===== src/rtl/uart_mmio_pkg.sv =====
// Shared register map, status/control bit positions and access decode for uart_mmio.
// Offsets are relative to a 32-byte aligned window base.
package uart_mmio_pkg;

  localparam logic [4:0] OFS_TX_STAT = 5'h00;
  localparam logic [4:0] OFS_RX_STAT = 5'h04;
  localparam logic [4:0] OFS_TX_DATA = 5'h08;
  localparam logic [4:0] OFS_RX_DATA = 5'h0C;
  localparam logic [4:0] OFS_RX_CNT  = 5'h10;
  localparam logic [4:0] OFS_CTRL    = 5'h14;
  localparam logic [4:0] OFS_CYC     = 5'h18;

  localparam int TX_STAT_IDLE_BIT = 0;
  localparam int RX_STAT_NE_BIT   = 0;
  localparam int RX_STAT_OVR_BIT  = 1;
  localparam int CTRL_SEXT_BIT    = 0;

  typedef enum logic [3:0] {
    ACC_NONE,
    ACC_TX_STAT,
    ACC_RX_STAT,
    ACC_TX_DATA,
    ACC_RX_DATA,
    ACC_RX_CNT,
    ACC_CTRL,
    ACC_CYC,
    ACC_RSVD
  } acc_e;

  // In-window offsets with no register decode to ACC_RSVD: they read 0, writes do nothing.
  function automatic acc_e decode_acc(input logic [31:0] addr, input logic [31:0] base);
    acc_e a;
    if (addr[31:5] != base[31:5]) begin
      a = ACC_NONE;
    end else begin
      case (addr[4:0])
        OFS_TX_STAT: a = ACC_TX_STAT;
        OFS_RX_STAT: a = ACC_RX_STAT;
        OFS_TX_DATA: a = ACC_TX_DATA;
        OFS_RX_DATA: a = ACC_RX_DATA;
        OFS_RX_CNT:  a = ACC_RX_CNT;
        OFS_CTRL:    a = ACC_CTRL;
        OFS_CYC:     a = ACC_CYC;
        default:     a = ACC_RSVD;
      endcase
    end
    return a;
  endfunction

endpackage


===== src/rtl/uart_mmio_if.sv =====
// CPU data-memory port as seen by the UART register block.
// master = CPU MEM stage, slave = register block.
interface uart_mmio_if;

  logic [31:0] addr;
  logic        mem_rd;
  logic        mem_wr;
  logic [31:0] wdata;
  logic [31:0] rdata;
  logic        rd_valid;

  modport master (
    output addr, mem_rd, mem_wr, wdata,
    input  rdata, rd_valid
  );

  modport slave (
    input  addr, mem_rd, mem_wr, wdata,
    output rdata, rd_valid
  );

endinterface


===== src/rtl/uart_rx_fifo.sv =====
// Synchronous RX byte FIFO; head is combinational from storage, count/full/empty from the occupancy register.
// The caller guarantees push only when not full (or popping) and pop only when not empty.
module uart_rx_fifo #(
  parameter  int DATA_W = 8,
  parameter  int DEPTH  = 8,
  localparam int AW     = $clog2(DEPTH)
) (
  input  logic              clk,
  input  logic              reset_n,
  input  logic              push_i,
  input  logic              pop_i,
  input  logic [DATA_W-1:0] push_dat_i,
  output logic [DATA_W-1:0] head_o,
  output logic [AW:0]       count_o,
  output logic              full_o,
  output logic              empty_o
);

  localparam logic [AW:0] FULL_CNT = (AW+1)'(DEPTH);

  logic [DATA_W-1:0] mem_q [DEPTH];
  logic [AW-1:0]     wr_ptr_q, wr_ptr_d;
  logic [AW-1:0]     rd_ptr_q, rd_ptr_d;
  logic [AW:0]       count_q, count_d;

  always_comb begin
    wr_ptr_d = wr_ptr_q;
    rd_ptr_d = rd_ptr_q;
    count_d  = count_q;
    if (push_i) wr_ptr_d = wr_ptr_q + AW'(1);
    if (pop_i)  rd_ptr_d = rd_ptr_q + AW'(1);
    case ({push_i, pop_i})
      2'b10:   count_d = count_q + (AW+1)'(1);
      2'b01:   count_d = count_q - (AW+1)'(1);
      default: count_d = count_q;
    endcase
  end

  always_ff @(posedge clk or negedge reset_n) begin
    if (!reset_n) begin
      wr_ptr_q <= '0;
      rd_ptr_q <= '0;
      count_q  <= '0;
    end else begin
      wr_ptr_q <= wr_ptr_d;
      rd_ptr_q <= rd_ptr_d;
      count_q  <= count_d;
    end
  end

  // Storage needs no reset: the pointers alone define what is valid.
  always_ff @(posedge clk) begin
    if (push_i) mem_q[wr_ptr_q] <= push_dat_i;
  end

  assign head_o  = mem_q[rd_ptr_q];
  assign count_o = count_q;
  assign full_o  = (count_q == FULL_CNT);
  assign empty_o = (count_q == '0);

endmodule


===== src/rtl/uart_mmio.sv =====
// Memory-mapped UART register block: RX FIFO with sticky overrun, one-deep TX buffer, registered read-back.
// Optional free-running cycle counter at +0x18 when UART_CYCLE_COUNTER_EN is defined.
module uart_mmio
  import uart_mmio_pkg::*;
#(
  parameter logic [31:0] BASE_ADDR = 32'h8000_0000,
  parameter int          DATA_W    = 8,
  parameter int          RX_DEPTH  = 8
) (
  input  logic              clk,
  input  logic              reset_n,
  uart_mmio_if.slave        bus,
  output logic [DATA_W-1:0] tx_data,
  output logic              tx_valid,
  input  logic              tx_ready,
  input  logic [DATA_W-1:0] rx_data,
  input  logic              rx_valid,
  output logic              rx_ready
);

  localparam int AW = $clog2(RX_DEPTH);

  acc_e acc_rd, acc_wr;
  assign acc_rd = bus.mem_rd ? decode_acc(bus.addr, BASE_ADDR) : ACC_NONE;
  assign acc_wr = bus.mem_wr ? decode_acc(bus.addr, BASE_ADDR) : ACC_NONE;

  logic [DATA_W-1:0] fifo_head;
  logic [AW:0]       fifo_count;
  logic              fifo_full, fifo_empty;
  logic              pop, push, ovr_set;

  // A pop frees a slot in the same cycle, so a full FIFO still accepts the incoming byte.
  assign pop     = (acc_rd == ACC_RX_DATA) && !fifo_empty;
  assign push    = rx_valid && (!fifo_full || pop);
  assign ovr_set = rx_valid && !push;

  uart_rx_fifo #(
    .DATA_W (DATA_W),
    .DEPTH  (RX_DEPTH)
  ) u_rx_fifo (
    .clk        (clk),
    .reset_n    (reset_n),
    .push_i     (push),
    .pop_i      (pop),
    .push_dat_i (rx_data),
    .head_o     (fifo_head),
    .count_o    (fifo_count),
    .full_o     (fifo_full),
    .empty_o    (fifo_empty)
  );

  assign rx_ready = !fifo_full;

  logic [31:0]       rdata_q, rdata_d;
  logic              rd_valid_q, rd_valid_d;
  logic              tx_valid_q, tx_valid_d;
  logic [DATA_W-1:0] tx_data_q, tx_data_d;
  logic              ovr_q, ovr_d;
  logic              ctrl_q, ctrl_d;
  logic [31:0]       cyc_val;
  logic [31:0]       rx_ext;
  logic              tx_hs, tx_load;

  assign rx_ext = ctrl_q ? {{(32-DATA_W){fifo_head[DATA_W-1]}}, fifo_head}
                         : {{(32-DATA_W){1'b0}}, fifo_head};

  // tx_load requires an empty buffer and tx_hs a full one, so a write racing the handshake is dropped.
  assign tx_hs   = tx_valid_q && tx_ready;
  assign tx_load = (acc_wr == ACC_TX_DATA) && !tx_valid_q;

  always_comb begin
    rdata_d = '0;
    case (acc_rd)
      ACC_TX_STAT: rdata_d[TX_STAT_IDLE_BIT] = !tx_valid_q;
      ACC_RX_STAT: begin
        rdata_d[RX_STAT_NE_BIT]  = !fifo_empty;
        rdata_d[RX_STAT_OVR_BIT] = ovr_q;
      end
      ACC_RX_DATA: if (!fifo_empty) rdata_d = rx_ext;
      ACC_RX_CNT:  rdata_d = 32'(fifo_count);
      ACC_CTRL:    rdata_d[CTRL_SEXT_BIT] = ctrl_q;
      ACC_CYC:     rdata_d = cyc_val;
      default:     rdata_d = '0;
    endcase
  end

  always_comb begin
    rd_valid_d = (acc_rd != ACC_NONE);
    tx_valid_d = tx_valid_q;
    tx_data_d  = tx_data_q;
    ctrl_d     = ctrl_q;
    ovr_d      = ovr_q;
    if (tx_load) begin
      tx_valid_d = 1'b1;
      tx_data_d  = bus.wdata[DATA_W-1:0];
    end else if (tx_hs) begin
      tx_valid_d = 1'b0;
    end
    if (acc_wr == ACC_CTRL) ctrl_d = bus.wdata[CTRL_SEXT_BIT];
    // A fresh overrun beats the clear-on-read of the status register.
    if (ovr_set)                  ovr_d = 1'b1;
    else if (acc_rd == ACC_RX_STAT) ovr_d = 1'b0;
  end

  always_ff @(posedge clk or negedge reset_n) begin
    if (!reset_n) begin
      rdata_q    <= '0;
      rd_valid_q <= 1'b0;
      tx_valid_q <= 1'b0;
      tx_data_q  <= '0;
      ovr_q      <= 1'b0;
      ctrl_q     <= 1'b0;
    end else begin
      rdata_q    <= rdata_d;
      rd_valid_q <= rd_valid_d;
      tx_valid_q <= tx_valid_d;
      tx_data_q  <= tx_data_d;
      ovr_q      <= ovr_d;
      ctrl_q     <= ctrl_d;
    end
  end

`ifdef UART_CYCLE_COUNTER_EN
  logic [31:0] cyc_q, cyc_d;

  assign cyc_d = (acc_wr == ACC_CYC) ? 32'd0 : cyc_q + 32'd1;

  always_ff @(posedge clk or negedge reset_n) begin
    if (!reset_n) cyc_q <= '0;
    else          cyc_q <= cyc_d;
  end

  assign cyc_val = cyc_q;
`else
  assign cyc_val = '0;
`endif

  logic unused_wdata;
  assign unused_wdata = ^bus.wdata[31:DATA_W];

  assign bus.rdata    = rdata_q;
  assign bus.rd_valid = rd_valid_q;
  assign tx_data      = tx_data_q;
  assign tx_valid     = tx_valid_q;

endmodule


===== src/flat_wrapper.sv =====
// flat-port wrapper written by rule: the top's interface ports become plain ports
module uart_mmio_flat import uart_mmio_pkg::*;
#(
  parameter logic [31:0] BASE_ADDR = 32'h8000_0000,
  parameter int          DATA_W    = 8,
  parameter int          RX_DEPTH  = 8
)
  (clk, reset_n, tx_data, tx_valid, tx_ready, rx_data, rx_valid, rx_ready, bus_addr, bus_mem_rd, bus_mem_wr, bus_wdata, bus_rdata, bus_rd_valid);
  uart_mmio_if bus_i ();
  input  logic clk;
  input  logic reset_n;
  output logic [DATA_W-1:0] tx_data;
  output logic tx_valid;
  input  logic tx_ready;
  input  logic [DATA_W-1:0] rx_data;
  input  logic rx_valid;
  output logic rx_ready;
  input wire logic [$bits(bus_i.addr)-1:0] bus_addr;
  input wire logic [$bits(bus_i.mem_rd)-1:0] bus_mem_rd;
  input wire logic [$bits(bus_i.mem_wr)-1:0] bus_mem_wr;
  input wire logic [$bits(bus_i.wdata)-1:0] bus_wdata;
  output wire logic [$bits(bus_i.rdata)-1:0] bus_rdata;
  output wire logic [$bits(bus_i.rd_valid)-1:0] bus_rd_valid;
  assign bus_i.addr = bus_addr;
  assign bus_i.mem_rd = bus_mem_rd;
  assign bus_i.mem_wr = bus_mem_wr;
  assign bus_i.wdata = bus_wdata;
  assign bus_rdata = bus_i.rdata;
  assign bus_rd_valid = bus_i.rd_valid;
  uart_mmio #(.BASE_ADDR(BASE_ADDR), .DATA_W(DATA_W), .RX_DEPTH(RX_DEPTH)) u_core (.clk(clk), .reset_n(reset_n), .bus(bus_i), .tx_data(tx_data), .tx_valid(tx_valid), .tx_ready(tx_ready), .rx_data(rx_data), .rx_valid(rx_valid), .rx_ready(rx_ready));
endmodule

===== config.mk =====
export PLATFORM = sky130hd
export DESIGN_NAME = uart_mmio_flat
export DESIGN_NICKNAME = d
export VERILOG_FILES = /design/src/rtl/uart_mmio_pkg.sv /design/src/rtl/uart_mmio_if.sv /design/src/rtl/uart_rx_fifo.sv /design/src/rtl/uart_mmio.sv /design/src/flat_wrapper.sv
export SDC_FILE = /design/constraint.sdc
export NUM_CORES = 1
export LEC_CHECK = 0
export BUFFER_PORTS_ARGS = -buffer_cell sky130_fd_sc_hd__buf_2
export CAP_MARGIN = 15
export CORE_MARGIN = 2
export CORE_UTILIZATION = 52
export DETAILED_ROUTE_END_ITERATION = 10
export GPL_TIMING_DRIVEN = 0
export PLACE_DENSITY_LB_ADDON = 0.25
export SYNTH_ARGS = -nofsm -noshare
export SYNTH_HDL_FRONTEND = slang
export SYNTH_SLANG_ARGS = --single-unit

===== constraint.sdc =====
create_clock -name clk -period 3.5 [get_ports clk]
set_input_delay 0.35 -clock clk [delete_from_list [all_inputs] [get_ports clk]]
set_output_delay 0.35 -clock clk [all_outputs]
set_load 0.03 [all_outputs]

==> impl_results.md <==
* Outcome: finished clean
* Setup_tns at 0 ns
* Hold buffers post-CTS at 0
* N_diodes at 0
* Seq pwr share at 54.1%
* Vias at 2677
* TritonRoute pass-1 iters at 4
* Sw frac at 27.0%
* Worst-margin pin slew at 0.994 ns
* Worst path cell trace: nor4_1 > nor4_1 > nand2b_1 > inv_1 > ha_1 > a21oi_1 > nand2_1 > and2_1 > nor3b_1 > o32ai_1
* Initial antenna violation count at 0
* Final Setup Violations at 0
* Num CTS Buffers at 9
* Syn-to-layout area delta at 20.8%
* CTS Root Cell: clkbuf_8
* Drt first-iter violations at 177
* H-tree depth at 3
* Final Hold Viols at 0
* Power Total at 2.70 mW
* Logic pwr share at 15.8%
* Die extent in y at 94.3 um
* Min Tclk post-route at 3.13 ns
* Worst path slowest cell: nor4_1
* Most frequent cells in the layout: 98 x buf_2, 64 x edfxtp_1, 31 x dfrtp_1, 28 x buf_4, 16 x mux4_2
* Syn_nets at 357
* Num rows at 32
* Clock transition at path regs at 0.09 ns
* Clock group share of total power at 30.1%
* Postcts setup bufs at 0
* Critical Path Max Stage Delay at 0.88 ns
* Worst R2R Path Depth at 10
* Residual DRC at 0
* Mapped Area at 4240 um^2
* Antenna Nets Post-Route at 0
* Syn_area_per_cell at 15.5 um^2
* Commonest non-fill, non-tap cell in the layout: buf_2
* Post-synth EDFFs at 64
* CP required at 3.77 ns
* Final-layout fill cell count at 597
* Fin crit share at 89.4%
* RSZ-0062 raised after global routing: false
* Port Buffers at 96
* Most frequent CP cell: nor4_1
* Vias per std cell at 5.44
* Crit. End Element: flip-flop
* Crit path DAT at 3.39 ns
* Clk sink count at 95
* Internal Power at 1.97 mW
* Hold WS at 0.0301 ns
* Die Footprint at 8880 um^2
* Initial Utilization at 54.3%
* Ports at 121
* Psw at 0.729 mW
* Fmax at 0.320 GHz
* Worst Hold Class: in2async
* VDD IR max at 0.333 mV
* Vias in the first global route at 2587
* Crit path kind: reg2reg
* Layout cell share with drive strength beyond 1 at 46.2%
* Synth Flop Type: edfxtp_1
* Crit start category: flip-flop
* Finished Cell Area at 5120 um^2
* Yosys warning count at 0
* Pre-CTS WS at 0.169 ns
* Worst setup margin at 0.372 ns
* Layout Skew at 0.00996 ns
* Max-cap violations at 0
* Max Slew Vio Count at 0
* Largest net degree at the start of global routing at 32
* Crit path max fanout at 6
* Seq cells post-synth at 95
* Hpwl dp at 6220 um
* Resized Gates After CTS at 0
* Routed WL per cell at 17.4 um
* First-pass GRT wire length at 13500 um
* Placer Congestion at 0.763
* DP Area at 4890 um^2
* Syn Inst Count at 274
* Core Region at 7810 um^2
* Sequential fraction of the synthesis area at 63.7%
* Remaining global-route overflow at 0
* Total GRT Usage at 20.7%
* PwrDens at 528 nW/um^2
* Clk_lat worst skew at 0.36 ns
* Horiz. Die Dim at 94.3 um
* Max-slew headroom at 33.1%
* CTS tree: built
* Static Leakage at 2.15 nW
* Post-synth ARST share at 32.6%
* Clock Tree Buf Depth at 2
* Final Net Count at 468
* Routed WL at 8550 um
* Synth unique cells at 48
==> flip-flops by register name, summed over array words and instances, names as in the netlist <==
name                       count
u_core.ovr_q                   1
u_core.tx_valid                1
u_core.u_rx_fifo.rd_ptr_q      3
u_core.bus.rdata               9
u_core.u_rx_fifo.count_o       4
u_core.u_rx_fifo.mem_q        64
u_core.bus.rd_valid            1
u_core.u_rx_fifo.wr_ptr_q      3
u_core.ctrl_q                  1
u_core.tx_data                 8
==> metrics by stage <==
stage                     std cells  util, %
after floorplan                 274        -
after global placement          472     62.1
after detailed placement        476     62.6
after CTS                       492     65.5
after global routing            492     65.5
final                           492     65.5
==> cell families after synthesis <==
| family | share of synthesized area, % |
|---|---|
| compound gates | 3.31 |
| fa+ha+maj | 1.65 |
| xor+xnor | 1.45 |
| buf+inv | 5.73 |
| flops | 63.7 |
| mux | 13.8 |
| simple gates | 10.4 |
==> per-layer routing <==
layer	track usage, %	routed length [um]
met5	0	0
met2	34.1	4150
met4	7.37	99
met3	4.82	696
met1	27.2	3600
==> final cells by class <==
class | instances | area (um^2) | share of cell area (%)
flip-flops and latches | 95 | 2700 | 52.7
multi-input cells | 141 | 1310 | 25.6
repair buffers | 100 | 510 | 9.98
plain buffers | 31 | 216 | 4.23
clock buffers | 11 | 141 | 2.76
well taps | 102 | 128 | 2.49
clock inverters | 5 | 88.8 | 1.74
inverters | 7 | 26.3 | 0.514
==> worst max-delay path: cells and delay by family (launching register included) <==
family	cells	cell delay, ns
simple gates	6	1.78
flops	1	0.45
compound gates	2	0.42
fa+ha+maj	1	0.32
buf+inv	1	0.08
==> synthesized netlist by cell type (2+ instances only) <==
cell | n | area (um^2)
a21oi_1 | 2 | 10.0
a22o_1 | 2 | 17.5
and2_1 | 5 | 31.3
buf_2 | 2 | 10.0
buf_4 | 24 | 180
clkbuf_1 | 3 | 11.3
dfrtp_1 | 31 | 776
edfxtp_1 | 64 | 1920
ha_1 | 4 | 50.1
inv_1 | 7 | 26.3
mux2_2 | 10 | 113
mux2i_1 | 11 | 110
mux4_2 | 16 | 360
nand2_1 | 10 | 37.5
nand3_1 | 4 | 20.0
nand4_1 | 4 | 25.0
nor2_1 | 11 | 41.3
nor2b_1 | 3 | 18.8
nor3_1 | 7 | 35.0
nor3b_1 | 4 | 30.0
nor4_1 | 8 | 50.1
nor4_2 | 3 | 37.5
o211ai_1 | 2 | 15.0
o21ai_0 | 6 | 30.0
o221ai_1 | 2 | 17.5
o22ai_1 | 2 | 12.5
xnor2_1 | 5 | 43.8
xor2_1 | 2 | 17.5
==> power groups by stage <==
stage          combinational [mW]  sequential [mW]  clock, mW
4_1_cts                     0.432             1.46      0.829
6_report                    0.427             1.46      0.813
5_1_grt                     0.478             1.48      0.886
3_5_place_dp                0.431             1.49          0
2_1_floorplan               0.281             1.45          0
3_3_place_gp                0.392             1.47          0
==> path summary, 6_finish.rpt <==
path / from / end / slack, ns
worst max register to register: u_core.u_rx_fifo.count_o[1] / u_core.u_rx_fifo.count_o[3] / 0.37
max in group asynchronous: reset_n / u_core.bus.rdata[30] / 3.01
worst max-delay path: u_core.u_rx_fifo.count_o[1] / u_core.u_rx_fifo.count_o[3] / 0.37
worst min-delay path: reset_n / u_core.u_rx_fifo.wr_ptr_q[0] / 0.03
min in group clk: bus_wdata[4] / u_core.tx_data[4] / 0.21
worst min register to register: u_core.tx_data[3] / u_core.tx_data[3] / 0.51
Power figures use the tool's default switching activity.
